===== src/rtl/player_weapon_ctrl_pkg.sv =====
// Shared types and constants for the player aim/fire controller.
package player_weapon_ctrl_pkg;

  localparam logic [1:0] W_SAFE   = 2'b00;
  localparam logic [1:0] W_SPREAD = 2'b01;
  localparam logic [1:0] W_MEDIUM = 2'b10;
  localparam logic [1:0] W_ULT    = 2'b11;

  localparam int unsigned CooldownW = 26;

  typedef enum logic [1:0] {
    StIdle,
    StFire,
    StCooldown
  } fsm_state_e;

  typedef logic [3:0] angle_t;

endpackage


===== src/rtl/button_debounce.sv =====
// Accepts a new button level after DEBOUNCE_CYCLES consecutive differing samples.
module button_debounce #(
  parameter int unsigned DEBOUNCE_CYCLES = 250000
) (
  input  logic clk,
  input  logic reset,
  input  logic raw,
  output logic level,
  output logic rise
);

  localparam int unsigned CntW = $clog2(DEBOUNCE_CYCLES + 1);

  logic [CntW-1:0] cnt_q, cnt_d;
  logic            level_q, level_d;
  logic            rise_q, rise_d;

  always_comb begin
    cnt_d   = '0;
    level_d = level_q;
    rise_d  = 1'b0;
    // Any sample matching the stable level restarts the count.
    if (raw != level_q) begin
      if (cnt_q == CntW'(DEBOUNCE_CYCLES - 1)) begin
        level_d = raw;
        rise_d  = raw;
      end else begin
        cnt_d = cnt_q + CntW'(1);
      end
    end
  end

  always_ff @(posedge clk) begin
    if (reset) begin
      cnt_q   <= '0;
      level_q <= 1'b0;
      rise_q  <= 1'b0;
    end else begin
      cnt_q   <= cnt_d;
      level_q <= level_d;
      rise_q  <= rise_d;
    end
  end

  assign level = level_q;
  assign rise  = rise_q;

endmodule


===== src/rtl/player_weapon_ctrl.sv =====
// Player aim/fire controller: debounced buttons drive the aim sector and a
// cooldown-limited fire pulse; ultimate shots consume charges refilled by kills.
module player_weapon_ctrl
  import player_weapon_ctrl_pkg::*;
#(
  parameter int unsigned DEBOUNCE_CYCLES  = 250000,
  parameter int unsigned COOLDOWN_1       = 12500000,
  parameter int unsigned COOLDOWN_2       = 25000000,
  parameter int unsigned COOLDOWN_3       = 50000000,
  parameter int unsigned ULT_CHARGES      = 2,
  parameter int unsigned KILLS_PER_CHARGE = 5
) (
  input  logic        clk,
  input  logic        reset,
  input  logic        btn_left,
  input  logic        btn_right,
  input  logic        btn_fire,
  input  logic [1:0]  shootingtype_sw,
  input  logic [15:0] kill_count,
  input  logic        game_over,
  output logic [3:0]  hit_angle,
  output logic [1:0]  shot_type,
  output logic        outgoing_projectiles,
  output logic        ready,
  output logic [1:0]  ult_charges
);

  localparam int unsigned AccW = $clog2(KILLS_PER_CHARGE + 1);

  logic [2:0] unused_btn_level;
  logic       left_evt, right_evt, fire_evt;

  button_debounce #(.DEBOUNCE_CYCLES(DEBOUNCE_CYCLES)) u_db_left (
    .clk   (clk),
    .reset (reset),
    .raw   (btn_left),
    .level (unused_btn_level[0]),
    .rise  (left_evt)
  );

  button_debounce #(.DEBOUNCE_CYCLES(DEBOUNCE_CYCLES)) u_db_right (
    .clk   (clk),
    .reset (reset),
    .raw   (btn_right),
    .level (unused_btn_level[1]),
    .rise  (right_evt)
  );

  button_debounce #(.DEBOUNCE_CYCLES(DEBOUNCE_CYCLES)) u_db_fire (
    .clk   (clk),
    .reset (reset),
    .raw   (btn_fire),
    .level (unused_btn_level[2]),
    .rise  (fire_evt)
  );

  fsm_state_e           state_q, state_d;
  angle_t               angle_q, angle_d;
  logic [1:0]           shot_q, shot_d;
  logic [CooldownW-1:0] cd_q, cd_d;
  logic [AccW-1:0]      acc_q, acc_d;
  logic [1:0]           chg_q, chg_d;
  logic [15:0]          snap_q;

  logic fire_ok, ult_dec, kill_evt, wrap;
  logic [CooldownW-1:0] cd_len;

  always_comb begin
    unique case (shot_q)
      W_MEDIUM: cd_len = CooldownW'(COOLDOWN_2);
      W_ULT:    cd_len = CooldownW'(COOLDOWN_3);
      default:  cd_len = CooldownW'(COOLDOWN_1);
    endcase
  end

  assign fire_ok = fire_evt && !game_over && (shootingtype_sw != W_SAFE) &&
                   ((shootingtype_sw != W_ULT) || (chg_q != 2'd0));

  always_comb begin
    state_d = state_q;
    shot_d  = shot_q;
    cd_d    = cd_q;
    unique case (state_q)
      StIdle: begin
        if (fire_ok) begin
          state_d = StFire;
          shot_d  = shootingtype_sw;
        end
      end
      StFire: begin
        state_d = StCooldown;
        cd_d    = cd_len;
      end
      StCooldown: begin
        if (cd_q == CooldownW'(1)) begin
          state_d = StIdle;
          cd_d    = '0;
        end else begin
          cd_d = cd_q - CooldownW'(1);
        end
      end
      default: state_d = StIdle;
    endcase
  end

  // Aim is frozen during the fire pulse so the shot carries a stable angle.
  always_comb begin
    angle_d = angle_q;
    if (!game_over && (state_q != StFire)) begin
      if (right_evt && !left_evt) begin
        angle_d = angle_q + angle_t'(1);
      end else if (left_evt && !right_evt) begin
        angle_d = angle_q - angle_t'(1);
      end
    end
  end

  // Only a +1 step of kill_count is a kill; other jumps just resynchronise.
  assign kill_evt = (kill_count == snap_q + 16'd1);
  assign ult_dec  = (state_q == StFire) && (shot_q == W_ULT);

  always_comb begin
    acc_d = acc_q;
    wrap  = 1'b0;
    if (kill_evt) begin
      if (acc_q == AccW'(KILLS_PER_CHARGE - 1)) begin
        acc_d = '0;
        wrap  = 1'b1;
      end else begin
        acc_d = acc_q + AccW'(1);
      end
    end
  end

  always_comb begin
    chg_d = chg_q;
    if (wrap && !ult_dec) begin
      if (chg_q != 2'(ULT_CHARGES)) begin
        chg_d = chg_q + 2'd1;
      end
    end else if (ult_dec && !wrap) begin
      chg_d = chg_q - 2'd1;
    end
  end

  always_ff @(posedge clk) begin
    if (reset) begin
      state_q <= StIdle;
      angle_q <= '0;
      shot_q  <= W_SAFE;
      cd_q    <= '0;
      acc_q   <= '0;
      chg_q   <= 2'(ULT_CHARGES);
      snap_q  <= kill_count;
    end else begin
      state_q <= state_d;
      angle_q <= angle_d;
      shot_q  <= shot_d;
      cd_q    <= cd_d;
      acc_q   <= acc_d;
      chg_q   <= chg_d;
      snap_q  <= kill_count;
    end
  end

  assign hit_angle            = angle_q;
  assign shot_type            = shot_q;
  assign outgoing_projectiles = (state_q == StFire);
  assign ready                = (state_q == StIdle);
  assign ult_charges          = chg_q;

endmodule

===== config.mk =====
export PLATFORM = sky130hd
export DESIGN_NAME = player_weapon_ctrl
export DESIGN_NICKNAME = d
export VERILOG_FILES = /design/src/rtl/player_weapon_ctrl_pkg.sv /design/src/rtl/button_debounce.sv /design/src/rtl/player_weapon_ctrl.sv
export SDC_FILE = /design/constraint.sdc
export NUM_CORES = 1
export LEC_CHECK = 0
export ABC_AREA = 1
export CORE_MARGIN = 2
export CORE_UTILIZATION = 50
export CTS_CLUSTER_DIAMETER = 200
export CTS_CLUSTER_SIZE = 10
export DETAILED_ROUTE_END_ITERATION = 12
export GPL_ROUTABILITY_DRIVEN = 0
export PLACE_DENSITY = 0.7
export SYNTH_ARGS = -nofsm -noshare
export SYNTH_HDL_FRONTEND = slang
export SYNTH_HIERARCHICAL = 1
export SYNTH_SLANG_ARGS = --single-unit

===== constraint.sdc =====
create_clock -name clk -period 3.4 [get_ports clk]
set_input_delay 0.68 -clock clk [delete_from_list [all_inputs] [get_ports clk]]
set_output_delay 0.68 -clock clk [all_outputs]
set_load 0.02 [all_outputs]

### Word level (Yosys, flattened, before mapping)

Index checks and enable logic that the tools add are counted.

| operators by class | value |
|---|---|
| bitwise logic cells | 6 |
| add/sub/neg operators | 10 |
| eq/ne operators | 19 |
| reduce and logical (&&, ||, !) cells | 34 |
| mux-type cells | 14 |

Operators with widths:

| operator | number |
|---|---|
| case mux 26 bit (2 select lines) | 2 |
| adder 18 x 1 -> 18 bit (second input constant) | 3 |
| equality test 18 bit (second input constant) | 3 |
| equality test 26 x 1 -> 1 bit (second input constant) | 1 |
| two-way mux 26 bit | 1 |
| subtractor 26 x 1 -> 26 bit (second input constant) | 1 |
| OR reduction 3 bit | 6 |
| adder 16 x 1 -> 16 bit (second input constant) | 1 |
| equality test 16 bit | 1 |
| AND reduction 2 bit | 7 |
| two-way mux 2 bit | 5 |
| nonzero test 2 bit | 5 |
| logical AND 1 bit | 9 |
| two-way mux 4 bit | 2 |
| equality test 2 bit (second input constant) | 3 |
| != test 2 x 1 -> 1 bit (second input constant) | 3 |
| != test 2 bit (second input constant) | 3 |
| inverter 1 bit | 6 |
| case mux 2 bit (3 select lines) | 1 |
| zero test 1 bit | 5 |
| adder 4 x 1 -> 4 bit (second input constant) | 1 |
| subtractor 4 x 1 -> 4 bit (second input constant) | 1 |
| adder 3 x 1 -> 3 bit (second input constant) | 1 |
| equality test 3 bit (second input constant) | 1 |
| other kinds (8) | 11 |

| storage, ports and cells | value |
|---|---|
| logic and storage cells | 99 |
| bits of input ports | 24 |
| output and inout bits | 10 |
| flip-flop bits (word level) | 115 |

### Logic depth before layout (Yosys ltp)

Gate-level depths: netlist (run 1).

| depth | value |
|---|---|
| depth after elaboration | 7 |
| depth in mapped cells | 17 |
| gate-level depth less buffers | 17 |

### By module

Netlist (run 1), hierarchy kept.

Modules (own cells, without submodules):

| module | times used | cells an instance | seq. area each (sq um) | area each (sq um) |
|---|---|---|---|---|
| player_weapon_ctrl | 1 | 516 | 1101.1 | 3504.6 |
| button_debounce | 3 | 159 | 400.4 | 1063.5 |

### Worst setup path before layout (run 1)

Ideal clock, no wire load.

| timing path | value |
|---|---|
| kind | input to register |
| start | in kill_count[12] |
| end | reg chg_q[1] (netlist: ult_charges[1]) |
| library setup time | 0.127 ns |
| path slack | 1.497 ns |
| buffers on the path | 0 |
| arrival | 1.776 ns |
| stages on the path | 14 |
| data required time | 3.273 ns |
| path through | inv_1 -> or2_2 -> nand2_1 -> nand3_1 -> nand2_1 -> nand2_1 -> inv_1 -> nand2_1 -> nor2_2 -> nand4_1 -> nand2_1 -> nand2_1 -> nand2_1 -> nand3_1 |

| on the way | value |
|---|---|
| word-level cells in the longest chain between the ends | 6 |
| elaborated cells between the ends (all ways) | 9 |
| those cells by class | eq/ne (2); mux (2); reduce/logical (5) |

RTL lines:

| element | RTL line | RTL |
|---|---|---|
| start: declaration | player_weapon_ctrl.sv:19 | `input logic [15:0] kill_count,` |
| equality test 16 bit (*) | player_weapon_ctrl.sv:119 | `assign kill_evt = (kill_count == snap_q + 16'd1);` |
| two-way mux 1 bit (*) | player_weapon_ctrl.sv:125 | `if (kill_evt) begin` |
| zero test 1 bit | player_weapon_ctrl.sv:141 | `end else if (ult_dec && !wrap) begin` |
| logical AND 1 bit | player_weapon_ctrl.sv:141 |  |
| nonzero test 2 bit (no line) | n/a |  |
| AND reduction 2 bit (no line) | n/a |  |
| end signal: assignment | player_weapon_ctrl.sv:153 | `chg_q <= 2'(ULT_CHARGES);` |
| end signal: assignment | player_weapon_ctrl.sv:161 | `chg_q <= chg_d;` |
| end: declaration | player_weapon_ctrl.sv:62 | `logic [1:0] chg_q, chg_d;` |

Every way passes the cells marked *; elsewhere a longest branch is shown, timed or not.
A chain may end at the register's enable or synchronous reset.

### Worst setup path after layout (run 1)

| timing path | value |
|---|---|
| start | reg state_q[1] |
| end | out outgoing_projectiles |

| on the way | value |
|---|---|
| word-level cells in the longest chain between the ends | 1 |

RTL lines:

| element | RTL line | RTL |
|---|---|---|
| start: declaration | player_weapon_ctrl.sv:57 | `fsm_state_e state_q, state_d;` |
| start signal: assignment | player_weapon_ctrl.sv:148 | `state_q <= StIdle;` |
| start signal: assignment | player_weapon_ctrl.sv:156 | `state_q <= state_d;` |
| equality test 2 x 1 -> 1 bit | player_weapon_ctrl.sv:168 | `assign outgoing_projectiles = (state_q == StFire);` |
| end: declaration | player_weapon_ctrl.sv:23 | `output logic outgoing_projectiles,` |

Every way passes these cells.

==> run summary, run 1 <==
The flow ran to the end, and the final reports show no timing, DRC or antenna violations. Buffers inserted during clock tree synthesis total 17. The worst endpoint data arrival time came out at 1.67 ns.

CTS placed an instance of sky130_fd_sc_hd__clkbuf_16 at the clock tree root. For the via count of the first global-routing pass, the log shows 5,394. The largest total area in the synthesized netlist belongs to sky130_fd_sc_hd__dfxtp_1.

The final route contains 6,101 vias. For this design the ratio of total power to cell area is 502.2 nW/um^2. The cell area after synthesis was 6695 um^2; the fraction of post-synthesis cell area in the top cell type by area was 34.39%. The die covers 14,330 um^2.

Timing would allow up to 426.2 MHz. After clock tree synthesis, the clock-pin slew on the worst setup and hold paths is 0.06 ns. The iteration count of the initial detailed-routing pass is 5, and the clock tree skew after final layout is 0.01062 ns. Entering global routing, the biggest net connects 23 pins. The number of different library cells used by synthesis comes to 43. Final setup violation count: 0.

The run gives 59.58% as the utilization after layout. The run gives 0 as the count of final hold-check violations. Sorting the synthesized cells by how often they occur yields sky130_fd_sc_hd__nand2_1 (233), sky130_fd_sc_hd__nor2_1 (151), sky130_fd_sc_hd__inv_1 (133), sky130_fd_sc_hd__dfxtp_1 (115), sky130_fd_sc_hd__nand3_1 (60). The cell with the largest stage delay on the worst path is sky130_fd_sc_hd__clkdlybuf4s50_1. The worst hold path belongs to the class flop to flop. In the final timing run, aggregate negative setup slack is 0 ns. Counting along the longest clock path gives a buffer depth of 2. The peak ir drop on the vdd network is 0.0003321 V. Broken down by cell family, the worst path's largest delay share belongs to buffers and inverters.

After clock tree synthesis, the flow added hold-fix buffers numbering 0. Of all nets on the critical path, the largest fanout is 3. The synthesized instance count was 993. The first global-routing pass estimated 24.17 mm of wire.

The run gives 0 as the total count of max-transition violations in the final report. The placed instances occupy a cell area of 7169 um^2. The core region area was 13,140 um^2; the height of the chip was 119.7 um. Counting every net in the synthesized netlist gives 1,032.

After detailed placement, the design holds a cell count of 1,192. The synthesized design contains 0 enable-type register cells. The signal on the critical path passes through inv_1, ha_1, clkdlybuf4s50_1.

Once the clock tree was built, the resizer swapped 0 gates to a different size. The synthesized flop and latch total came out at 115. In this run the horizontal extent of the chip is 119.7 um. For this run, the leading register cell type out of synthesis is sky130_fd_sc_hd__dfxtp_1. Setup repair after global routing left no endpoint under its margin.

The kind of critical path was flop to output port. 0 antenna diodes ended up in the layout. The wire length per cell after detailed routing is 11.56 um, and the share of layout cells above drive strength 1 is 8.978%. The routed design has 14.14 mm of wire. At the worst endpoint, the required time is 2.72 ns.

The number of I/O pins is 34. The Yosys step of the flow raised 6 warnings. Across every metal layer, demand over resource in global routing totals 20.66%. The final layout contains 1,074 nets. Max-cap violations in this run came to 0. After detailed routing, the number of vias per cell comes to 4.989.

The startpoint type of the worst setup path was a flop. Switching part of the total: 24.96%. The clock group share of total power was 50.6%; the worst relative slew slack was 60.19%. Number of setup buffers added after CTS: 0. For the sequential share of power, the log shows 36.4%. The final clock period utilization by the worst path works out to 69.01%. For the number of antenna violations at the first check in global routing, the log shows 0.

Summed over all nets, the switching power comes to 981.0 uW. The total overflow left after global routing is 0. The slew of the pin with the lowest slew margin is 0.5910 ns, and the internal power contribution is 2.950 mW. The layout-stage area growth over the synthesis result was 16.91%. The detail route stage leaves a number of antenna-violating nets equal to 0.

Combinational cells account for 13.1% of the total power. The clock tree synthesis step divided the H-tree into 4 levels. The share of synthesized flip-flops with an asynchronous set or reset is 0%. The tools report the post-route cell area as 7828 um^2.

The wire-length estimate of the detail-placed layout is 10.28 mm. The synthesized area per cell is 6.742 um^2, and the largest stage delay on the critical path is 0.63 ns. The tightest hold path in the finished design has a slack of 0.4792 ns.

TritonCTS built the clock tree. Subtracting the final worst setup slack from the clock period gives 2.346 ns. In the routed design, unresolved DRC markers number 0. The clock latency on the worst-skew pair was 0.42 ns; the sequential share of the synthesized area was 34.39%. The critical path contains buffers and inverters numbering 2 combined. The initial utilization of the core area, before any placement, comes to 50.96%. Excluding fillers, the count of instances in the completed layout stands at 1,223. The clock net in this run drives a total of 115 sinks.

The analysis attributes to cell leakage a power of 3.099 nW. The first routing iteration left 404 violations. Row generation in the floorplan step produced 42 rows. The number of input and output port buffers inserted is 33. By area the synthesized netlist is led by sky130_fd_sc_hd__dfxtp_1 (34%), sky130_fd_sc_hd__nand2_1 (13%), sky130_fd_sc_hd__nor2_1 (8.5%).

The most repeated cell in the gate-level netlist after synthesis is sky130_fd_sc_hd__nand2_1. The endpoint kind of the worst setup timing path is an output port.
-- path summary, 6_finish.rpt --
| path | startpoint | endpoint | slack (ns) | depth (start not counted) |
|---|---|---|---|---|
| worst max register to register | cd_q[14] | cd_q[2] | 1.15 | 10 |
| worst min-delay path | ult_charges[1] | ult_charges[1] | 0.48 | 2 |
| worst max-delay path | state_q[1] | outgoing_projectiles | 1.05 | 3 |
| worst min register to register | ult_charges[1] | ult_charges[1] | 0.48 | 2 |
-- cell families (layout without fill, tap and decap cells) --
kind of cell	after synthesis	count (layout)	share of synthesized area, %
simple gates	552	552	37.68
compound gates	114	114	9.699
flops	115	115	34.39
fa+ha+maj	15	15	2.915
xor+xnor	48	48	6.279
buf+inv	149	203	9.045
-- worst register-to-register path: cells and delay by family, from the launching register on --
kind                   cells  cell delay (ns)
DFF                        1             0.31
and+or+nand+nor            7             0.86
buffers and inverters      2             0.38
AOI/OAI and AO/OA          1             0.56
-- cell usage in the layout, fill, tap and decap left out, drive strengths merged, types with 7 or more instances in the layout --
master / synthesis / final
nand2: 250 / 250
nor2: 180 / 180
inv: 135 / 135
dfxtp: 115 / 115
nand3: 68 / 68
a21oi: 50 / 50
o21ai: 42 / 42
xor2: 38 / 38
clkdlybuf4s50: 0 / 33
nand4: 24 / 24
clkbuf: 4 / 21
ha: 14 / 14
xnor2: 10 / 10
nor3: 10 / 10
a221oi: 9 / 9
nand3b: 9 / 9
or2: 7 / 7
-- sequential cells by signal (all words and copies together), names as in the netlist --
signal,flops
cd_q,26
u_db_fire/cnt_q,18
u_db_left/cnt_q,18
u_db_right/cnt_q,18
snap_q,16
hit_angle,4
acc_q,3
shot_type,2
state_q,2
ult_charges,2
u_db_fire/level,1
u_db_fire/rise,1
u_db_left/level,1
u_db_left/rise,1
u_db_right/level,1
u_db_right/rise,1
-- power by group through the flow --
stage                     Clock [mW]  Combinational [mW]  Sequential [mW]
after CTS                       2.01               0.511             1.43
after detailed placement           0               0.507             1.46
after global placement             0               0.502             1.46
final                           1.99               0.514             1.43
after floorplan                    0               0.392             1.45
after global routing            2.08               0.587             1.43
-- per-layer routing --
layer	global-route usage [%]	part of all wire (%)	routed length (um)
met5	0	0	0
met4	6.250	1.3	181
met3	5.703	4.2	595
met2	32.25	44	6286
met1	27.88	50	7078
-- area by class of cell --
class / count / area (um^2)
Multi-Input combinational cell: 729 / 3787
Clock inverter: 10 / 177.7
Inverter: 137 / 514.2
Clock buffer: 21 / 480.5
Tap cell: 176 / 220.2
Timing Repair Buffer: 35 / 345.3
Sequential cell: 115 / 2302
Fill cell: 1197 / 5310
-- metrics by stage --
stage / total power, mW / setup slack, ns
floorplan: 1.839 / 1.497
global placement: 1.958 / 0.8700
detailed placement: 1.962 / 0.8377
CTS: 3.954 / 1.052
global route: 4.103 / 0.8094
finish: 3.931 / 1.054
Power figures use the tool's default switching activity.
==> run 2: changes to the inputs <==
PLACE_DENSITY = 0.73   (was 0.7)
clock period = 2 ns   (was 3.4 ns; I/O delays follow)
==> run 2 against run 1 <==
Net effect: die area unchanged; critical endpoint is now cd_q[16]; flip-flop and latch count unchanged; register-to-register slack got worse by 1.1 ns; cell count increased by 2.0%; critical path type is now flop to flop; first-iteration DRC count increased by 1.7%.
==> run summary, run 2 (synthesis gave the netlist of run 1 again) <==
The run finished with clean final reports. In this run the core area contains 42 standard-cell rows. The tools report the peak ir drop on the vdd network as 0.0006364 V.

The first global-routing pass estimated 24.30 mm of wire. The internal power contribution came out at 4.553 mW. Counting tap cells, the placed design contains a total of 1,210 instances. Once detail routing completed, the nets flagged for antenna violations numbered 0. The first detailed-routing pass took 5 iterations. Walking the worst path, the cells encountered are nor2_1, nand2_1, nor2_4, nand4_1, nor2_2, xor2_1, o21ai_0, o211a_1.

In this run the worst path has a maximum fanout of 5. The clock tree skew after final layout came out at 0.008206 ns. For the required time of the worst setup path, the log shows 2.30 ns. The switching part of the total was 26.52%; the placed wire-length estimate was 10.50 mm. In this run, CTS created clock tree buffers numbering 17. The minimum clock period was 1.902 ns. CTS saw 115 sinks.

Per report_power, the combinational group accounts for 15.8% of the total. 34 I/O pins were placed. The path class of the lowest-slack min-delay path is input port to flop.

The critical path is of the flop to flop type. The die is 119.7 um tall. The logs give 6,185 for the via total after detailed routing and 39.2% for the sequential share of power. For the number of fill cells in the layout, the log shows 1,221. The count of buffers added on input and output ports is 33.

The tools report the floorplan die area as 14,330 um^2. The depth of the CTS H-tree is 4, and the final clock period utilization by the worst path is 95.09%. The slew of the pin with the lowest slew margin came out at 0.5064 ns. The tool flagged a number of max-cap violations equal to 0. The via count of the first global-routing pass is 5,562. Entering global routing, the biggest net connects 18 pins. The worst setup path is captured at a flop.

Setup repair after global routing could not meet its margin everywhere. The tools report the clock latency on the worst-skew pair as 0.41 ns. The first routing iteration left 411 violations. For this configuration, the core starts out at a cell density of 50.96%. The register with the most flip-flops in the layout has 26 of them. The clock slew at the register clock pins of the worst setup and hold paths came out at 0.05 ns. TritonCTS built the clock tree. Worst relative slew slack: 65.98%.

On the worst path, the slowest cell contributes a delay of 0.33 ns. The cell with the largest stage delay on the worst path was sky130_fd_sc_hd__dfxtp_1. The maximum clock insertion buffer count was 2.

Summed over all cells, the static leakage comes to 3.156 nW. The post-route netlist has 12.04% of its cells at a drive strength greater than 1. The run gives 0 as the total count of max-transition violations in the final report. The ratio of total power to cell area is 778.5 nW/um^2, and the number of antenna violations at the first check in global routing is 0. The tools report the CTS root buffer as sky130_fd_sc_hd__clkbuf_16.

In the layout the commonest cells are sky130_fd_sc_hd__nand2_1 (231), sky130_fd_sc_hd__nor2_1 (146), sky130_fd_sc_hd__inv_1 (132). In this design, the largest share of critical-path delay is due to simple AND/OR/NAND/NOR gates. The number of antenna diodes in the final layout is 0. The count of final hold-check violations was 0; the post-detailed-routing wire length was 14.28 mm.

For this run, design rule violations remaining after detail routing come to 0. For this run, the post-layout net count is 1,097. Dividing the detail-routed wire length by the instance count gives 11.45 um. The detailed-route vias per instance is 4.960. The logs give 13,140 um^2 for the core region area and 0.09814 ns for the worst-case setup margin in the final layout. Final setup violation count: 0. Measured along the x axis, the die boundary spans 119.7 um.

The utilization after layout is 60.58%. After the flow finishes, the layout carries non-filler instances totaling 1,247. The post-placement setup slack was -0.2652 ns. The overall track demand over capacity in global routing is 20.54%, and the maximum clock frequency is 525.8 MHz.

From synthesis to final layout, the design area changed by 18.87%. The register name with the most flops was cd_q. Global routing finished with a remaining overflow of 0. The buffering stage count on the worst path with inverters included was 0.

Leaving out fill and tap cells, the most frequent cell in the layout is sky130_fd_sc_hd__nand2_1. At the worst endpoint, the arrival time is 2.20 ns. The net switching power is 1.643 mW. The tools report the startpoint type of the worst setup path as a flop. Of the total power, the clock network draws 45.0%. The total chip power was 6.196 mW.
## run 2: path summary, 6_finish.rpt
path | slack (ns) | startpoint | to | cells after the start
max | 0.1 | cd_q[2] | cd_q[16] | 8
min | 0.46 | kill_count[12] | snap_q[12] | 1
max reg2reg | 0.1 | cd_q[2] | cd_q[16] | 8
min reg2reg | 0.46 | ult_charges[1] | ult_charges[1] | 2
## run 2: final cells by class
class	count	area, um^2	share of cell area [%]
multi-input combinational	729	3855	48.44
sequential	115	2307	28.99
inverter	137	518.0	6.508
timing repair buffer	58	515.5	6.477
clock buffer	27	493.0	6.194
tap	176	220.2	2.767
clock inverter	5	50.05	0.6288
## run 2: per-layer routing
metal / vias to the layer above / track usage, % / wire length [um]
li1: 3298 / - / -
met1: 2749 / 26.92 / 6950
met2: 121 / 33.29 / 6509
met3: 17 / 4.848 / 620
met4: 0 / 6.912 / 201
met5: - / 0 / 0
## run 2: stage by stage
stage / cell area, um^2 / setup TNS, ns / hold slack, ns
4_1_cts: 7845 / 0 / 0.4608
6_report: 7959 / 0 / 0.4650
3_3_place_gp: 7305 / -0.8506 / 0.4694
5_1_grt: 7959 / -0.1681 / 0.4834
2_1_floorplan: 6695 / 0 / 0.4277
3_5_place_dp: 7305 / -1.115 / 0.4666
## run 2: what timing repair did
| action | CTS | global route |
|---|---|---|
| resized for setup | 2 | 22 |
| pin swaps | 0 | 6 |
| buffers inserted | 0 | 5 |
| hold buffers | 0 | 0 |
| setup endpoints to repair | 2 | 11 |
## run 2: power groups by stage
stage,clock [mW],sequential [mW],combinational (mW)
floorplan,0,2.46,0.666
global placement,0,2.47,0.899
detailed placement,0,2.47,0.909
CTS,2.82,2.43,0.921
global route,2.93,2.44,1.11
finish,2.79,2.43,0.979
==> run 3: changes to the inputs <==
ABC_CLOCK_PERIOD_IN_PS = 2000   (was not set)
CORE_MARGIN = 3   (was 2)
==> run 3 against run 2 <==
Net effect: count of clock-buffer cells in the layout down 2; die area up 3.4%; clock skew down 0.0011 ns; critical path type unchanged; largest power group unchanged.
==> run summary, run 3 (synthesis gave the netlist of run 1 again) <==
The run finished with clean final reports. Global routing used 20.34% of the available tracks. Static timing analysis puts the maximum clock frequency at 521.6 MHz. Leaving out fill and tap cells, the most frequent cells in the layout are sky130_fd_sc_hd__nand2_1 (231), sky130_fd_sc_hd__nor2_1 (147), sky130_fd_sc_hd__inv_1 (132).

Setup repair after global routing could not meet its margin everywhere. Once detail routing completed, the nets flagged for antenna violations numbered 0. In the final design database the tool counted 1,105 nets. Data on the critical path is required at its endpoint by 2.30 ns. Across the run, the number of max-cap violations was 0. Summed over all layers, the global routing overflow is 0. The minimum clock period was 1.917 ns. Dividing the detail-routed wire length by the instance count gives 11.87 um.

IR analysis of the VDD net gives a maximum drop of 0.0004821 V. After detailed routing, the wire length on met1 is 7.307 mm. The register name with the most flops is cd_q. The tools report the total clock buffers created by CTS as 17. The total inserted antenna cells came out at 0. The via count of the first global-routing pass is 5,501.

Once the floorplan was initialized, standard cells occupied 52.00% of the core. The run gives 0 as the count of final hold-check violations. STA classifies the critical path endpoint as a flop. The register with the most flip-flops in the layout has 26 of them.

The maximum number of pins on one net before global-route repair is 18. The wire-length estimate of the detail-placed layout is 10.55 mm. The final setup violation count was 0. Die outline width: 121.7 um. Along the worst path, the maximum fanout reaches 3. For the maximum clock insertion buffer count, the log shows 2.

The logs give 4 for the depth of the CTS H-tree and 5 for the iteration count of the initial detailed-routing pass. The detailed-routed wire length on met2 was 6.699 mm; the share of layout cells above drive strength 1 was 13.29%. Of the available clock period, the critical path in the final layout requires 95.85%. Compared with the post-synthesis result, the final layout area differs by 20.97%.

Buffers placed on the I/O ports in this run total 33. The uppermost metal layer occupied by signal nets is met4. The tools report the global-route wire length before repair as 24.52 mm.

The logs give 0 for the remaining design rule violation count and 14.82 mm for the post-detailed-routing wire length. The tools report the row count as 41. Measured against its own limit, the worst slew margin works out to 73.51%. The number of antenna violations at the first check in global routing is 0. Counting every sink on the clock net gives 115. The leakage power of the design was 3.250 nW; the slew of the pin with the lowest slew margin was 0.3970 ns. Power spread over the standard cell area amounts to 805.7 nW/um^2. Clock tree synthesis selected as its root buffer the cell sky130_fd_sc_hd__clkbuf_16. For the worst setup path, the data arrival time is 2.22 ns. The kind of critical path was flop to flop. After detailed routing, the number of vias per cell comes to 5.018.

The clock tree skew after final layout came out at 0.007101 ns. The run gives 458 as the count of routing violations after the opening detailed-route iteration. The total count of max-transition violations in the final report came out at 0. The clock reaches the later pin of the worst-skew pair after 0.42 ns.

TritonCTS built the clock tree. After floorplanning, the core was sized to cover 12,880 um^2. The worst setup path is launched from a flop. The floorplan die area was 14,810 um^2; the height of the chip was 121.7 um. After clock tree synthesis, the clock-pin slew on the worst setup and hold paths is 0.05 ns. The routed design uses 629 um of met3 wire. The design draws 6.525 mW. The library cell used most frequently in the layout, excluding fill and tap cells, is sky130_fd_sc_hd__nand2_1.

The number of I/O pins came out at 34. The routed layout has 6,263 vias. The path class of the lowest-slack min-delay path is input port to flop.

Setup total negative slack on the finished layout was measured at 0 ns.
## run 3: cell type report
| class | instances | area [um^2] |
|---|---|---|
| Clock buffer | 25 | 525.5 |
| Tap cell | 172 | 215.2 |
| Multi-Input combinational cell | 729 | 3872 |
| Timing Repair Buffer | 66 | 588.1 |
| Sequential cell | 115 | 2310 |
| Inverter | 137 | 518.0 |
| Fill cell | 1158 | 4777 |
| Clock inverter | 4 | 70.07 |
## run 3: per-stage QoR
step	setup WS [ns]	hold slack, ns	instances	cell area, um^2	util [%]
2_1_floorplan	0.1752	0.4277	993	6695	-
3_3_place_gp	-0.2198	0.4702	1212	7357	57.14
3_5_place_dp	-0.2636	0.4812	1212	7357	57.14
4_1_cts	0.01621	0.4368	1241	7953	61.76
5_1_grt	-0.09653	0.4545	1248	8099	62.90
6_report	0.08295	0.4527	1248	8099	62.90
## run 3: timing repair
action / in CTS / in global routing
hold buffers: 0 / 0
endpoints found under the setup margin: 8 / 21
gates resized for setup: 4 / 26
hold endpoints to repair: 0 / 0
buffers inserted: 0 / 7
pin swaps: 0 / 11
## run 3: per-layer routing
layer / GRT usage (%) / vias up
li1: - / 3315
met1: 27.66 / 2806
met2: 31.12 / 119
met3: 6.453 / 23
met4: 5.812 / 0
met5: 0 / -
## run 3: report_power, final
part	internal [mW]	total, mW	switching [mW]
registers	2.37	2.43	0.0641
clock network	2.04	3.04	0.999
logic	0.434	1.06	0.626
total	4.84	6.52	1.69
## run 3: worst max-delay path, cell delays in order, from the launching register on
cell                      delay, ns
sky130_fd_sc_hd__dfxtp_2       0.33
sky130_fd_sc_hd__ha_4          0.23
sky130_fd_sc_hd__xnor2_1       0.15
sky130_fd_sc_hd__nand2_1       0.09
sky130_fd_sc_hd__nor2_1        0.12
sky130_fd_sc_hd__nand3_1       0.11
sky130_fd_sc_hd__nor2_1        0.10
sky130_fd_sc_hd__nand2_1       0.07
sky130_fd_sc_hd__nor2_2        0.16
sky130_fd_sc_hd__nand4_1       0.15
sky130_fd_sc_hd__nand2_1       0.11
sky130_fd_sc_hd__nand2_1       0.06
sky130_fd_sc_hd__nand2_1       0.05
sky130_fd_sc_hd__nand3_1       0.06
## run 3: path summary, 6_finish.rpt
| check | from | to | slack [ns] | cells past startpoint |
|---|---|---|---|---|
| hold reg to reg | u_db_right/level | u_db_right/level | 0.49 | 2 |
| hold / removal | kill_count[12] | snap_q[12] | 0.45 | 1 |
| setup reg to reg | snap_q[1] | ult_charges[1] | 0.08 | 13 |
| setup / recovery | snap_q[1] | ult_charges[1] | 0.08 | 13 |
